## config.mk

```make
export PLATFORM = sky130hd
export DESIGN_NAME = sample_readout
export DESIGN_NICKNAME = d
export VERILOG_FILES = /design/src/rtl/logip_pkg.sv /design/src/rtl/sample_readout.sv
export SDC_FILE = /design/constraint.sdc
export NUM_CORES = 1
export LEC_CHECK = 0
export ABC_AREA = 0
export CAP_MARGIN = 30
export CORE_MARGIN = 2
export CORE_UTILIZATION = 41
export CTS_CLUSTER_DIAMETER = 120
export DETAILED_ROUTE_END_ITERATION = 10
export GPL_TIMING_DRIVEN = 0
export PLACE_DENSITY = 0.75
export RECOVER_POWER = 100
export SETUP_SLACK_MARGIN = 0.15
export SYNTH_ARGS = -nofsm -noshare
export SYNTH_HDL_FRONTEND = slang
export SYNTH_SLANG_ARGS = --single-unit
```

## constraint.sdc

```tcl
create_clock -name clk_i -period 2.2 [get_ports clk_i]
set_clock_uncertainty 0.2 [all_clocks]
set_input_delay 0.33 -clock clk_i [delete_from_list [all_inputs] [get_ports clk_i]]
set_output_delay 0.33 -clock clk_i [all_outputs]
set_load 0.1 [all_outputs]
```

## src/rtl/logip_pkg.sv

```systemverilog
// rtl/logip_pkg.sv - shared readout FSM state type and default memory depth
package logip_pkg;

  localparam int DEPTH_LOG2_DEF = 10;

  typedef enum logic [2:0] {
    IDLE,
    FETCH,
    LATCH,
    SEND,
    HOLD
  } readout_state_t;

endpackage

```

## src/rtl/sample_readout.sv

```systemverilog
// rtl/sample_readout.sv - walks sample memory backwards from the newest address and
// streams one 32-bit word per transfer into the UART transmitter strobe/ready port
module sample_readout
  import logip_pkg::*;
#(
  parameter int DEPTH_LOG2 = DEPTH_LOG2_DEF,
  parameter int CNT_W      = 16
) (
  input  logic                  clk_i,
  input  logic                  rst_in,
  input  logic                  start_i,
  input  logic                  abort_i,
  input  logic [DEPTH_LOG2-1:0] last_addr_i,
  input  logic [CNT_W-1:0]      read_cnt_i,
  output logic                  mem_rd_o,
  output logic [DEPTH_LOG2-1:0] mem_addr_o,
  input  logic [31:0]           mem_data_i,
  output logic                  tx_stb_o,
  output logic [31:0]           tx_data_o,
  input  logic                  tx_rdy_i,
  output logic                  busy_o,
  output logic                  done_o
);

  readout_state_t        state, state_next;
  logic [DEPTH_LOG2-1:0] addr, addr_next;
  logic [CNT_W-1:0]      remaining, remaining_next;
  logic [31:0]           data_next;
  logic                  stb_next, done_next, mem_rd_next, busy_next;

  always_ff @(posedge clk_i or negedge rst_in) begin
    if (!rst_in) begin
      state     <= IDLE;
      addr      <= '0;
      remaining <= '0;
      tx_data_o <= '0;
      tx_stb_o  <= 1'b0;
      done_o    <= 1'b0;
      mem_rd_o  <= 1'b0;
      busy_o    <= 1'b0;
    end else begin
      state     <= state_next;
      addr      <= addr_next;
      remaining <= remaining_next;
      tx_data_o <= data_next;
      tx_stb_o  <= stb_next;
      done_o    <= done_next;
      mem_rd_o  <= mem_rd_next;
      busy_o    <= busy_next;
    end
  end

  always_comb begin
    state_next     = state;
    addr_next      = addr;
    remaining_next = remaining;
    data_next      = tx_data_o;
    stb_next       = 1'b0;
    done_next      = 1'b0;

    case (state)
      IDLE: begin
        if (start_i) begin
          addr_next      = last_addr_i;
          remaining_next = read_cnt_i;
          state_next     = FETCH;
        end
      end
      FETCH: state_next = LATCH;
      LATCH: begin
        data_next  = mem_data_i;
        state_next = SEND;
      end
      SEND: begin
        // Strobe and done are registered, so both land in the HOLD cycle.
        if (tx_rdy_i) begin
          stb_next   = 1'b1;
          done_next  = (remaining == '0);
          state_next = HOLD;
        end
      end
      HOLD: begin
        if (remaining == '0) begin
          state_next = IDLE;
        end else begin
          remaining_next = remaining - 1'b1;
          addr_next      = addr - 1'b1;
          state_next     = FETCH;
        end
      end
      default: state_next = IDLE;
    endcase

    // Abort discards everything this cycle would have latched or launched.
    if (abort_i) begin
      state_next     = IDLE;
      addr_next      = addr;
      remaining_next = remaining;
      data_next      = tx_data_o;
      stb_next       = 1'b0;
      done_next      = 1'b0;
    end

    mem_rd_next = (state_next == FETCH);
    busy_next   = (state_next != IDLE);
  end

  assign mem_addr_o = addr;

endmodule

```

==> reports/metrics.cfg <==
[worst_setup_path]
critical_path_arrival_ns=2.16
crit_buf_inv=3
cp_top_family=simple AND/OR/NAND/NOR gates
cp_max_fo=5
crit_path_top_delay_cell=or4_4
worst_path_largest_cell_delay_ns=0.54
worst_ep_required_time_ns=2.23
critical_path_class=reg -> reg
setup.worst_path.start_class=flop
critical_path.reg2reg.startpoint=state[0]$_DFF_PN0_
timing.critical_path.from=state[0]$_DFF_PN0_
critical_path_endpoint_category=flop
critical_path.cell_chain=clkbuf_1 -> or4_4 -> buf_8 -> a21o_4 -> inv_6 -> mux2_4

[job]
max_cap_viol_count=0

[clock_network]
clock_latency_ns=0.34
clk_pin_slew_worst_paths_ns=0.08
numClockSinks=65
tritoncts=built
h-tree-depth=3
clockRootBuffer=clkbuf_8
cts_buffers=9
cts-root-to-sink-buffers=2

[placed_design]
detailed_place.area_um2=4460
place_hpwl_um=6330
io_buffers=108
place.gp.congestion=0.903

[finish]
areaGrowthSynthToFinish_pct=54.3
finalInstanceArea_um2=4990
layout-drive-gt1-share=0.350
final_nets=504
layout.core_utilization=0.649
insertedDiodeCount=0

[drt]
routed-via-count=3139
dr.first_iter.drc_count=180
routed_wire_length_per_instance_um=18.5
postRouteWirelength_um=10100
vias_per_cell=5.76
drtPass1Iterations=4
drt_drc_violations_left=0
detail-route-antenna-nets=0

[timing]
period_needed_ns=2.13
fin_crit_sh=0.968
fmax_ghz=0.470
drv_slew=0
totalNegativeSetupSlack_ns=0
setup-violations-final=0
grt_setup_unrepaired=yes
max-slew-margin-rel=0.192
worst_pin_slew_ns=1.22
timing.final.hold_violations=0

[logic_synthesis]
post-synth-top-count-cell=dfrtp_1
syn_avg_cell_area_um2=10.7
post_synth_num_cell_types=46
synth_top_area_share=0.503
postSynth.topFlopCell=dfrtp_1
syn-cell-area_um2=3230
ys_top_cells_by_count=65 x dfrtp_1, 32 x mux2_2, 19 x nor2_1
number_of_enable_flip_flop_cells_after_synthesis=0
seq_area_frac_synth=0.503
synth_warnings=0
netlist_instances=301
async_reset_ff_frac=1.00
post_synth_main_area_contributors=dfrtp_1 50%, mux2_2 11%, a211oi_1 3.3%, o21ai_0 2.6%, o22ai_1 2.3%
syn-num-nets=367
postSynthRegisterBits=65
synth_top_area_cell=dfrtp_1

[grt]
grt_usage=0.225
global_route_wire_length_before_repair_um=15200
maximum_number_of_pins_on_one_net_before_global_route_repair=66
number_of_antenna_violations_at_the_first_check_in_global_routing=0
gr-total-overflow=0
first_global_vias=3061

[die]
placeableCoreArea_um2=7690
initial_utilization=0.420
die_w_um=92.8
num_io_pins=109
die_h_um=92.8
fp.dieArea_um2=8610
core.rowCount=32

[power_and_ir_drop]
maximum_resistive_drop_on_vdd_mv=0.571
p_leak_nw=2.09
power_density_nw_per_um2=1340
power.total_mw=6.66

[run_status]
run_status=finished clean

[hold_path]
hold_path.class=reg -> reg
timing.hold.worst.start=tx_data_o[18]$_DFFE_PN0P_

## report_power, final
| group | internal [mW] | switching (mW) | leakage (nW) |
|---|---|---|---|
| clock network | 0.670 | 0.486 | 0.105 |
| logic | 0.900 | 2.73 | 1.20 |
| registers | 1.56 | 0.313 | 0.786 |
## layer usage
| layer | global-route usage | up-vias | part of all wire |
|---|---|---|---|
| li1 | - | 1402 | - |
| met1 | 0.303 | 1532 | 0.43 |
| met2 | 0.353 | 182 | 0.47 |
| met3 | 0.0439 | 23 | 0.086 |
| met4 | 0.0980 | 0 | 0.019 |
| met5 | 0 | - | 0 |
## kinds of logic after synthesis
group / count (synthesis) / synth area share
flops: 65 / 0.503
buf+inv: 39 / 0.0534
compound gates: 90 / 0.189
simple gates: 70 / 0.124
fa+ha+maj: 3 / 0.0116
mux: 34 / 0.119
## worst paths after layout
check | end | slack (ns) | cells after the start
setup / recovery | remaining[1]$_DFFE_PN0P_ | 0.07 | 6
max in group asynchronous | mem_addr_o[1]$_DFFE_PN0P_ | 0.73 | 2
hold reg to reg | tx_data_o[18]$_DFFE_PN0P_ | 0.31 | 1
hold / removal | tx_data_o[18]$_DFFE_PN0P_ | 0.31 | 1
min in group asynchronous | tx_data_o[7]$_DFFE_PN0P_ | 0.50 | 2
setup reg to reg | remaining[1]$_DFFE_PN0P_ | 0.07 | 6
## placed cells by master (no fill, tap or decap), types with 11 or more instances in the layout
master and instances:
nand2_1 12, o21ai_0 15, buf_4 17, o22ai_1 11, inv_1 14, mux2_2 31, clkdlybuf4s15_2 32, dfrtp_1 65
nor2_1 18, clkdlybuf4s50_1 61, clkbuf_2 15, a21oi_1 12
## flip-flops by register name, indices dropped and copies added (netlist names)
register    count
tx_data_o      32
remaining      16
mem_addr_o     10
state           3
busy_o          1
done_o          1
mem_rd_o        1
tx_stb_o        1
## metrics by stage
stage                     hold slack (ns)  std cells  setup WS [ns]
after CTS                           0.310        538         0.0993
after global routing                0.324        545         0.0443
after floorplan                    -0.166        301          0.152
after detailed placement            0.275        511         -0.322
final                               0.309        545         0.0707
after global placement              0.288        511          -1.78
## cell type report
type                    instances  area, um2
flip-flops and latches         65       1630
clock inverters                 6       91.3
inverters                      16       65.1
plain buffers                  23        168
well taps                     102        128
multi-input cells             197       1600
fillers                       619       2700
repair buffers                126       1170
clock buffers                  10        138
## timing repair
item,4_1_cts,5_1_grt
buffers inserted,10,7
gates resized for setup,154,54
setup endpoints to repair,91,57
pin swaps,5,9
hold buffers,1,0
endpoints found under the hold margin,65,0
Note: power is estimated with default switching activity, not from simulation.
